**src/rtl/cpu_pkg.sv**
```systemverilog
// Shared Mini-SRC constants: opcodes, ALU operation codes, T-steps and the
// control-strobe bundle produced by the hard-wired control unit.
package cpu_pkg;

  localparam int unsigned OPW   = 5;
  localparam int unsigned NSTEP = 8;
  localparam int unsigned STW   = $clog2(NSTEP);

  localparam logic [OPW-1:0] LD   = 5'b00000;
  localparam logic [OPW-1:0] LDI  = 5'b00001;
  localparam logic [OPW-1:0] ST   = 5'b00010;
  localparam logic [OPW-1:0] ADD  = 5'b00011;
  localparam logic [OPW-1:0] SUB  = 5'b00100;
  localparam logic [OPW-1:0] AND  = 5'b00101;
  localparam logic [OPW-1:0] OR   = 5'b00110;
  localparam logic [OPW-1:0] SHR  = 5'b00111;
  localparam logic [OPW-1:0] SHRA = 5'b01000;
  localparam logic [OPW-1:0] SHL  = 5'b01001;
  localparam logic [OPW-1:0] ROR  = 5'b01010;
  localparam logic [OPW-1:0] ROL  = 5'b01011;
  localparam logic [OPW-1:0] ADDI = 5'b01100;
  localparam logic [OPW-1:0] ANDI = 5'b01101;
  localparam logic [OPW-1:0] ORI  = 5'b01110;
  localparam logic [OPW-1:0] MUL  = 5'b01111;
  localparam logic [OPW-1:0] DIV  = 5'b10000;
  localparam logic [OPW-1:0] NEG  = 5'b10001;
  localparam logic [OPW-1:0] NOT  = 5'b10010;
  localparam logic [OPW-1:0] BR   = 5'b10011;
  localparam logic [OPW-1:0] JR   = 5'b10100;
  localparam logic [OPW-1:0] JAL  = 5'b10101;
  localparam logic [OPW-1:0] IN   = 5'b10110;
  localparam logic [OPW-1:0] OUT  = 5'b10111;
  localparam logic [OPW-1:0] MFHI = 5'b11000;
  localparam logic [OPW-1:0] MFLO = 5'b11001;
  localparam logic [OPW-1:0] NOP  = 5'b11010;
  localparam logic [OPW-1:0] HALT = 5'b11011;

  // ALU codes reuse the opcode value of the matching instruction
  localparam logic [OPW-1:0] ALU_ADD  = ADD;
  localparam logic [OPW-1:0] ALU_SUB  = SUB;
  localparam logic [OPW-1:0] ALU_AND  = AND;
  localparam logic [OPW-1:0] ALU_OR   = OR;
  localparam logic [OPW-1:0] ALU_SHR  = SHR;
  localparam logic [OPW-1:0] ALU_SHRA = SHRA;
  localparam logic [OPW-1:0] ALU_SHL  = SHL;
  localparam logic [OPW-1:0] ALU_ROR  = ROR;
  localparam logic [OPW-1:0] ALU_ROL  = ROL;
  localparam logic [OPW-1:0] ALU_MUL  = MUL;
  localparam logic [OPW-1:0] ALU_DIV  = DIV;
  localparam logic [OPW-1:0] ALU_NEG  = NEG;
  localparam logic [OPW-1:0] ALU_NOT  = NOT;
  localparam logic [OPW-1:0] ALU_NOP  = 5'b11111;

  localparam logic [STW-1:0] T0 = STW'(0);
  localparam logic [STW-1:0] T1 = STW'(1);
  localparam logic [STW-1:0] T2 = STW'(2);
  localparam logic [STW-1:0] T3 = STW'(3);
  localparam logic [STW-1:0] T4 = STW'(4);
  localparam logic [STW-1:0] T5 = STW'(5);
  localparam logic [STW-1:0] T6 = STW'(6);
  localparam logic [STW-1:0] T7 = STW'(7);

  localparam logic [0:0] MODE_RUN    = 1'b0;
  localparam logic [0:0] MODE_HALTED = 1'b1;

  typedef enum logic [3:0] {
    CL_NONE, CL_RTYPE, CL_IMM, CL_LDI, CL_LD, CL_ST, CL_MULDIV, CL_UNARY,
    CL_BR, CL_JR, CL_IN, CL_OUT, CL_MFHI, CL_MFLO, CL_HALT
  } cls_t;

  typedef struct packed {
    logic pc_out, pc_in, inc_pc;
    logic mar_in, mdr_in, mdr_out, mdr_read, ram_write;
    logic ir_in, ry_in, rz_in_lo, rz_in_hi, rz_out_lo, rz_out_hi;
    logic gra, grb, grc, r_in, r_out, ba_out, rc_out;
    logic lo_in, hi_in, lo_out, hi_out, con_in, in_port_out, out_port_in;
  } cu_ctrl_t;

  // Immediate forms map onto the plain ALU operation they share
  function automatic logic [OPW-1:0] imm_alu_op(input logic [OPW-1:0] op);
    case (op)
      ANDI:    return ALU_AND;
      ORI:     return ALU_OR;
      default: return ALU_ADD;
    endcase
  endfunction

endpackage

```
**src/rtl/cu_decode.sv**
```systemverilog
// Opcode decoder: instruction class and the T-step that ends execution.
module cu_decode
  import cpu_pkg::*;
(
  input  logic [OPW-1:0] opcode,
  output cls_t           cls,
  output logic [STW-1:0] last_step
);

  always_comb begin
    cls       = CL_NONE;
    last_step = T3;
    case (opcode)
      ADD, SUB, AND, OR, SHR, SHRA, SHL, ROR, ROL: begin cls = CL_RTYPE;  last_step = T5; end
      ADDI, ANDI, ORI:                             begin cls = CL_IMM;    last_step = T5; end
      LDI:                                         begin cls = CL_LDI;    last_step = T5; end
      LD:                                          begin cls = CL_LD;     last_step = T7; end
      ST:                                          begin cls = CL_ST;     last_step = T7; end
      MUL, DIV:                                    begin cls = CL_MULDIV; last_step = T6; end
      NEG, NOT:                                    begin cls = CL_UNARY;  last_step = T4; end
      BR:                                          begin cls = CL_BR;     last_step = T6; end
      JR:                                          cls = CL_JR;
      IN:                                          cls = CL_IN;
      OUT:                                         cls = CL_OUT;
      MFHI:                                        cls = CL_MFHI;
      MFLO:                                        cls = CL_MFLO;
      HALT:                                        cls = CL_HALT;
      default:                                     cls = CL_NONE;
    endcase
  end

endmodule

```
**src/rtl/control_unit.sv**
```systemverilog
// Hard-wired Mini-SRC control unit: step counter plus run/halt mode, with all
// datapath strobes decoded combinationally from mode, step, opcode and CON.
module control_unit
  import cpu_pkg::*;
(
  input  logic           clock,
  input  logic           clear,
  input  logic [31:0]    ir,
  input  logic           con_ff,
  input  logic           stop,
  output logic           PCout, PCin, IncPC,
  output logic           MARin, MDRin, MDRout, MDRread, RAMwrite,
  output logic           IRin, RYin, RZinLo, RZinHi, RZoutLo, RZoutHi,
  output logic           Gra, Grb, Grc, Rin, Rout, BAout, RCout,
  output logic           LOin, HIin, LOout, HIout, CONin, InPortOut, OutPortIn,
  output logic [OPW-1:0] alu_op,
  output logic           run
);

  logic [0:0]     mode_q, mode_d;
  logic [STW-1:0] step_q, step_d;
  logic [OPW-1:0] opcode;
  cls_t           cls;
  logic [STW-1:0] last_step;
  logic           active;
  cu_ctrl_t       c;
  logic [OPW-1:0] alu;
  logic           unused_ir_bits;

  assign opcode         = ir[31:27];
  assign unused_ir_bits = ^ir[26:0];
  // clear gates the outputs directly so they drop in the same cycle
  assign active         = clear && (mode_q == MODE_RUN);

  cu_decode u_decode (
    .opcode    (opcode),
    .cls       (cls),
    .last_step (last_step)
  );

  always_ff @(posedge clock or negedge clear) begin
    if (!clear) begin
      mode_q <= MODE_RUN;
      step_q <= T0;
    end else begin
      mode_q <= mode_d;
      step_q <= step_d;
    end
  end

  // Next state: fetch always runs T0-T2; execute ends at the decoded last step
  always_comb begin
    mode_d = mode_q;
    step_d = step_q;
    if (mode_q == MODE_RUN) begin
      if (step_q < T3) begin
        step_d = step_q + STW'(1);
      end else if (step_q >= last_step) begin
        step_d = T0;
        if ((step_q == last_step) && (stop || (cls == CL_HALT))) mode_d = MODE_HALTED;
      end else begin
        step_d = step_q + STW'(1);
      end
    end else begin
      step_d = T0;
    end
  end

  // Strobe decode
  always_comb begin
    c   = '0;
    alu = ALU_NOP;
    if (active) begin
      case (step_q)
        T0: begin c.pc_out = 1'b1; c.mar_in = 1'b1; c.inc_pc = 1'b1; c.rz_in_lo = 1'b1; end
        T1: begin c.rz_out_lo = 1'b1; c.pc_in = 1'b1; c.mdr_read = 1'b1; c.mdr_in = 1'b1; end
        T2: begin c.mdr_out = 1'b1; c.ir_in = 1'b1; end
        default: if (step_q <= last_step) begin
          case (cls)
            CL_RTYPE, CL_IMM, CL_LDI, CL_LD, CL_ST: begin
              case (step_q)
                T3: begin
                  c.grb = 1'b1; c.ry_in = 1'b1;
                  if (cls == CL_RTYPE || cls == CL_IMM) c.r_out = 1'b1;
                  else c.ba_out = 1'b1;
                end
                T4: begin
                  c.rz_in_lo = 1'b1;
                  if (cls == CL_RTYPE) begin c.grc = 1'b1; c.r_out = 1'b1; alu = opcode; end
                  else begin c.rc_out = 1'b1; alu = imm_alu_op(opcode); end
                end
                T5: begin
                  c.rz_out_lo = 1'b1;
                  if (cls == CL_LD || cls == CL_ST) c.mar_in = 1'b1;
                  else begin c.gra = 1'b1; c.r_in = 1'b1; end
                end
                T6: begin
                  c.mdr_in = 1'b1;
                  if (cls == CL_LD) c.mdr_read = 1'b1;
                  else begin c.gra = 1'b1; c.r_out = 1'b1; end
                end
                default: begin
                  if (cls == CL_LD) begin c.mdr_out = 1'b1; c.gra = 1'b1; c.r_in = 1'b1; end
                  else c.ram_write = 1'b1;
                end
              endcase
            end
            CL_MULDIV: begin
              case (step_q)
                T3: begin c.gra = 1'b1; c.r_out = 1'b1; c.ry_in = 1'b1; end
                T4: begin
                  c.grb = 1'b1; c.r_out = 1'b1; c.rz_in_lo = 1'b1; c.rz_in_hi = 1'b1;
                  alu = opcode;
                end
                T5: begin c.rz_out_lo = 1'b1; c.lo_in = 1'b1; end
                default: begin c.rz_out_hi = 1'b1; c.hi_in = 1'b1; end
              endcase
            end
            CL_UNARY: begin
              if (step_q == T3) begin
                c.grb = 1'b1; c.r_out = 1'b1; c.rz_in_lo = 1'b1; alu = opcode;
              end else begin
                c.rz_out_lo = 1'b1; c.gra = 1'b1; c.r_in = 1'b1;
              end
            end
            CL_BR: begin
              case (step_q)
                T3: begin c.gra = 1'b1; c.r_out = 1'b1; c.con_in = 1'b1; end
                T4: begin c.pc_out = 1'b1; c.ry_in = 1'b1; end
                T5: begin c.rc_out = 1'b1; c.rz_in_lo = 1'b1; alu = ALU_ADD; end
                default: begin c.rz_out_lo = 1'b1; c.pc_in = con_ff; end
              endcase
            end
            CL_JR:   begin c.gra = 1'b1; c.r_out = 1'b1; c.pc_in = 1'b1; end
            CL_IN:   begin c.in_port_out = 1'b1; c.gra = 1'b1; c.r_in = 1'b1; end
            CL_OUT:  begin c.gra = 1'b1; c.r_out = 1'b1; c.out_port_in = 1'b1; end
            CL_MFHI: begin c.hi_out = 1'b1; c.gra = 1'b1; c.r_in = 1'b1; end
            CL_MFLO: begin c.lo_out = 1'b1; c.gra = 1'b1; c.r_in = 1'b1; end
            default: ;
          endcase
        end
      endcase
    end
    if (!clear) alu = '0;
  end

  assign PCout     = c.pc_out;
  assign PCin      = c.pc_in;
  assign IncPC     = c.inc_pc;
  assign MARin     = c.mar_in;
  assign MDRin     = c.mdr_in;
  assign MDRout    = c.mdr_out;
  assign MDRread   = c.mdr_read;
  assign RAMwrite  = c.ram_write;
  assign IRin      = c.ir_in;
  assign RYin      = c.ry_in;
  assign RZinLo    = c.rz_in_lo;
  assign RZinHi    = c.rz_in_hi;
  assign RZoutLo   = c.rz_out_lo;
  assign RZoutHi   = c.rz_out_hi;
  assign Gra       = c.gra;
  assign Grb       = c.grb;
  assign Grc       = c.grc;
  assign Rin       = c.r_in;
  assign Rout      = c.r_out;
  assign BAout     = c.ba_out;
  assign RCout     = c.rc_out;
  assign LOin      = c.lo_in;
  assign HIin      = c.hi_in;
  assign LOout     = c.lo_out;
  assign HIout     = c.hi_out;
  assign CONin     = c.con_in;
  assign InPortOut = c.in_port_out;
  assign OutPortIn = c.out_port_in;
  assign alu_op    = alu;
  assign run       = active;

endmodule

```
**config.mk**
```make
export PLATFORM = sky130hd
export DESIGN_NAME = control_unit
export DESIGN_NICKNAME = d
export VERILOG_FILES = /design/src/rtl/cpu_pkg.sv /design/src/rtl/cu_decode.sv /design/src/rtl/control_unit.sv
export SDC_FILE = /design/constraint.sdc
export NUM_CORES = 1
export LEC_CHECK = 0
export CAP_MARGIN = 10
export CORE_UTILIZATION = 45
export CTS_BUF_LIST = sky130_fd_sc_hd__clkbuf_8
export CTS_CLUSTER_DIAMETER = 40
export DETAILED_ROUTE_END_ITERATION = 8
export GPL_ROUTABILITY_DRIVEN = 0
export GPL_TIMING_DRIVEN = 0
export PLACE_DENSITY = 0.84
export SLEW_MARGIN = 30
export SYNTH_ARGS = -nofsm -noshare
export SYNTH_HDL_FRONTEND = slang
export SYNTH_HIERARCHICAL = 1
export SYNTH_SLANG_ARGS = --single-unit
```
**constraint.sdc**
```tcl
create_clock -name clock -period 4.1 [get_ports clock]
set_input_delay 0.82 -clock clock [delete_from_list [all_inputs] [get_ports clock]]
set_output_delay 0.82 -clock clock [all_outputs]
set_load 0.1 [all_outputs]
```
=== Word level (Yosys, flattened, before mapping) ===
Index checks and enable logic that the tools add are counted.

* Flip-flop bits (word level): 4
* Bits of input ports: 36
* Output and inout port bits: 34
* Logic and storage cells: 169

* Add/sub/neg operators: 1
* $lt $le $gt $ge: 3
* Equal/unequal tests: 46
* Multiplexer cells: 86
* Bitwise gates (word level): 1
* Reduce and logical (&&, ||, !) cells: 30

{| class="wikitable"
|+ Operators with widths
! kind !! count
|-
| $pmux W4 S14 || 1
|-
| $mux W5 || 11
|-
| $eq A5 B5 Y1 const B || 10
|-
| $mux W1 || 42
|-
| $eq A5 B4 Y1 const B || 8
|-
| $eq A4 B4 Y1 const B || 7
|-
| $mux W28 || 1
|-
| $pmux W1 S2 || 13
|-
| $eq A5 B3 Y1 const B || 4
|-
| $pmux W5 S4 || 1
|-
| $reduce_or A2 Y1 || 10
|-
| $mux W19 || 1
|-
| $reduce_or A3 Y1 || 6
|-
| $eq A4 B3 Y1 const B || 4
|-
| $mux W15 || 1
|-
| $reduce_or A13 Y1 || 1
|-
| $pmux W1 S3 || 4
|-
| $pmux W1 S4 || 3
|-
| $pmux W3 S4 || 1
|-
| $reduce_or A6 Y1 || 2
|-
| $eq A5 B2 Y1 const B || 2
|-
| $reduce_or A5 Y1 || 2
|-
| $eq A3 B3 Y1 const B || 3
|-
| $mux W3 || 3
|-
| other kinds (19) || 26
|}

=== Depth between registers and ports, before layout ===
* Word-level depth: 11
* Depth in mapped cells: 11
* Mapped depth without buffers: 8

=== Hierarchy ===
The synthesis kept the hierarchy.

{| class="wikitable"
|+ Modules (own cells, without submodules)
! module !! instances !! cells an instance !! area an instance (µm²) !! sequential area each (µm²)
|-
| control_unit || 1 || 200 || 1,437.6 || 100.1
|-
| cu_decode || 1 || 38 || 244.0 || 0.0
|}

=== Worst setup path after synthesis ===
OpenSTA, ideal clock, no wires.

* Path kind: input -> output
* Start: input port ir[31]
* End: output port RAMwrite
* Arrival time: 5.450 ns
* Required time: 3.280 ns
* Path slack: -2.170 ns
* Stages: 10
* Path buffers: 2
* Path through: buf_6 > a2111o_1 > o211ai_1 > inv_1 > ha_1 > nand3b_1 > a32oi_2 > or3_4 > buf_6 > nor4bb_1

{| class="wikitable"
|+ RTL lines
! what !! line !! source
|-
| start: declaration || control_unit.sv:8 || <nowiki>input logic [31:0] ir,</nowiki>
|-
| $eq A5 B2 Y1 (tied with other cells) || cu_decode.sv:13 || <nowiki>case (opcode)</nowiki>
|-
| $reduce_or A13 Y1 (no line) (tied with other cells) || n/a ||
|-
| $pmux W3 S4 * || cu_decode.sv:13 ||
|-
| named net last_step[1] || control_unit.sv:24 || <nowiki>logic [STW-1:0] last_step;</nowiki>
|-
| $le A3 B3 Y1 * || control_unit.sv:78 || <nowiki>default: if (step_q <= last_step) begin</nowiki>
|-
| $mux W5 * || control_unit.sv:78 ||
|-
| $mux W1 * || control_unit.sv:74 || <nowiki>case (step_q)</nowiki>
|-
| $mux W28 * || control_unit.sv:73 || <nowiki>if (active) begin</nowiki>
|-
| end: declaration || control_unit.sv:12 || <nowiki>output logic MARin, MDRin, MDRout, MDRread, RAMwrite,</nowiki>
|}

Mark *: on every way through the listed nets, which the timed path passes. The rest lies on a longest branch.

=== Worst setup path after layout ===
* Start: input port ir[28]
* End: output port MDRin

* Cells in the longest elaborated chain, start to end: 9

{| class="wikitable"
|+ Ends and longest elaborated chain
! what !! line !! source
|-
| $eq A5 B2 Y1 (tied with other cells) || cu_decode.sv:13 ||
|-
| $reduce_or A9 Y1 (tied with other cells) || n/a ||
|-
| $pmux W4 S14 * || cu_decode.sv:13 ||
|-
| named net cls[1] || control_unit.sv:23 || <nowiki>cls_t cls;</nowiki>
|-
| $eq A4 B1 Y1 (tied with other cells) || control_unit.sv:79 || <nowiki>case (cls)</nowiki>
|-
| $reduce_or A5 Y1 * || control_unit.sv:79 ||
|-
| $mux W5 * || control_unit.sv:79 ||
|-
| $mux W5 * || control_unit.sv:78 ||
|-
| $pmux W1 S2 * || control_unit.sv:74 ||
|-
| $mux W28 * || control_unit.sv:73 ||
|-
| end: declaration || control_unit.sv:12 ||
|}

Marked as above.

==> flow_results.org <==
** Worst setup path
- STA classifies the critical path endpoint as an output port.
- Critical path arrival :: 3240 ps
- The critical path is of the in2out type.
- Worst Path Max Fanout :: 7
- The number of cells on the worst reg-to-reg path is 6.
- The worst setup path is launched from an input port.
- STA puts the critical path data required time at 3280 ps.

** Global routing
- The first global-routing pass estimated 9580 µm of wire.
- Aggregate global-route resource usage :: around 29%
- Antenna violations before repair :: 0
- Number of global-route vias before repair :: between 2000 and 2500
- Largest net degree at the start of global routing :: 21
- Total global routing overflow :: 0

** STA
- In this run the tightest slew margin relative to its limit is 35.3%.
- Final hold analysis gives a worst-case slack of 495 ps.
- The max-slew violation total from the final report was 0.
- Setup total negative slack on the finished layout was measured at 0 ps.
- RSZ-0062 raised after global routing :: yes
- The smallest clock period supported by the final layout is computed as between 4000 and 5000 ps.
- For the final database, setup skew stands at 1.84 ps.
- Setup-violating endpoint count in the final report :: 0
- The number of hold violations in the final report was 0.
- Slew at the pin closest to its max-slew limit :: roughly 970 ps
- Fmax achieved :: 246 MHz
- Final cycle utilization of the critical path :: between 90% and 100%
- Min setup slack post-route :: 37.8 ps

** Die
- 70 I/O pins were placed.
- The die covers 3990 µm².
- The floorplan has 21 rows.
- Height of the chip :: 63.1 µm
- Placeable core region :: 3470 µm²
- From left edge to right edge, the die measures 63.1 µm.
- Initial core utilization :: about half

** Clock network
- In this run the number of H-tree levels came out at 1.
- Buffers from clock root to sink, at most :: 2
- Clock slew seen by the registers of the worst setup and hold paths :: 30 ps
- The root buffer cell chosen for the clock tree is clkbuf_8.
- Clock tree synthesis found a total of 4 sinks.
- Insertion delay to the later sink of the worst-skew pair :: 210 ps
- CTS tree :: done
- Buffers inserted to repair hold after CTS numbered 0.
- Clock buffers created by TritonCTS :: 3

** Routing
- DRT Pass-1 Iters :: 5
- Per-cell routed wire length :: 18.2 µm
- In the routed layout, each cell is associated on average with a via count of 6.52.
- DRC Markers :: 0
- Summed over all layers, the routed wires come to 6290 µm.
- The detail route stage leaves a number of antenna-violating nets equal to 0.
- The routed layout has 2251 vias.
- DRC violation total after the first TritonRoute iteration :: 224

** Cells and area
- Registers take roughly 100 µm².
- The area growth from synthesis to layout is 63.2%.
- In the final layout, the multi-input gates occupy 1770 µm².
- Final std cell area, no fill :: 2750 µm²
- Leaving out fill and tap cells, the most frequent cells in the layout are buf_4 (35), nand2_1 (21), nor2_1 (19).
- Counting the fill cells in the layout gives 228.
- Cell Count, Final, Fillers Out :: 345
- In the final layout, the share of cells above drive strength 1 is 44.5%.
- Utilization of the core after routing :: 79.1%
- Leaving out fill and tap cells, the most frequent cell in the layout is buf_4.
- Antenna cell count :: 0
- The final layout contains 345 nets.

** Logic synthesis
- After synthesis, the largest area contributor takes up 5.95% of total cell area.
- For this run, the number of Yosys warnings is 6.
- Count of unique library cells instantiated by Yosys :: 73
- Yosys mapped a number of flops with a built-in enable equal to 0.
- Sequential area share after synthesis :: 5.95%
- The most used flip-flop cell after synthesis is dfrtp_1.
- Cell types with the largest area share after synthesis :: dfrtp_1 (6.0%), ha_1 (6.0%), nor2_1 (5.1%), a21oi_1 (5.1%), nand2_1 (4.7%)
- Nets in the synthesized netlist :: 282
- Async set-or-reset flop fraction in the synthesized netlist :: 100%
- Area of the mapped netlist :: 1680 µm²
- Averaged over all synthesized cells, the footprint is 7.07 µm².
- Number of flip-flops and latches in the synthesized netlist :: 4
- Synth Instances :: 238
- The largest total area in the synthesized netlist belongs to dfrtp_1.

** Hold path
- Number of stages on the worst hold path :: 1
- The path class of the tightest hold or removal check is reg2reg.

** Place
- Post-placement cell count :: 326
- Number of buffers inserted by port buffering :: 42
- Detailed placement finished with a half-perimeter wire length of 4030 µm.
- At the placement stage, the worst setup path has a slack of -1510 ps.
- Placement Cell Area :: 2420 µm²

** Run status
- The flow ran to the end, and the final reports show no timing, DRC or antenna violations.

** Power
- Leakage power summed over all cells :: 1.11 nW
- For this design the ratio of total power to cell area is 566 nW/µm².
- Total power for the finished layout comes to 1.55 mW.
- Across the VDD grid, the largest voltage drop is around 480 µV.

** Job
- Across the run, the number of max-cap violations was 0.
==> state kept, by name, summed over array words and instances (netlist names) <==
register and count:
mode_q 1, step_q 3
==> cell families after synthesis <==
family,share of synthesized area (%)
AND/OR/NAND/NOR,40.3
adder cells (fa/ha/maj),5.95
buffers and inverters,11.3
XOR/XNOR,2.08
AO/OA/AOI/OAI,33.9
flip-flops,5.95
multiplexers,0.595
==> where the power goes <==
part           internal, mW  switching [mW]
sequential           0.0585          0.0198
clock                0.0624          0.0187
combinational         0.439           0.955
==> path summary, 6_finish.rpt <==
kind / startpoint / endpoint / slack (ps)
worst max-delay path: ir[28] / MDRin / 40
worst min-delay path: step_q[0] / step_q[0] / 490
worst max register to register: step_q[0] / step_q[0] / 2350
worst min register to register: step_q[0] / step_q[0] / 490
max in group asynchronous: clear / step_q[1] / 2890
min in group asynchronous: clear / mode_q / 920
==> layer usage <==
metal / vias up / GRT usage [%] / wire length, µm
met5: - / 0 / 0
met4: 0 / 7.56 / 194
met3: 23 / 1.45 / 501
met2: 145 / 52.4 / 3150
met1: 1058 / 38.0 / 2440
li1: 1025 / - / -
==> critical path, stage by stage <==
cell and delay, ps:
buf_8 100, buf_6 110, buf_4 140, nand2b_1 140, a311oi_2 310, a21oi_4 100, buf_4 160, and2_2 220
nor3_4 320, or3b_4 440, a21oi_4 180, buf_12 190
==> synthesized netlist by cell type (4+ instances only) <==
master	count
buf_2	10
nand2b_1	6
inv_1	12
ha_1	8
nand2_1	21
a31oi_1	4
a21oi_1	17
dfrtp_1	4
nand3b_1	6
o22ai_1	5
nor3_1	7
buf_6	4
nor2_1	23
buf_4	4
o21ai_0	7
a211oi_1	8
a22oi_1	4
nor4_2	4
==> what timing repair did <==
action,CTS,global route
resized for setup,238,35
pin swaps,7,9
endpoints found under the setup margin,32,25
cloned,1,0
buffers inserted,11,6
==> cell type report <==
| cell class | count | share of cell area, % |
|---|---|---|
| timing repair buffer | 60 | 21.1 |
| sequential | 4 | 3.65 |
| multi-input combinational | 200 | 64.3 |
| tap | 46 | 2.10 |
| inverter | 12 | 1.64 |
| buffer | 20 | 5.70 |
| clock buffer | 3 | 1.50 |
No activity file was read; power rests on OpenSTA's default activity.
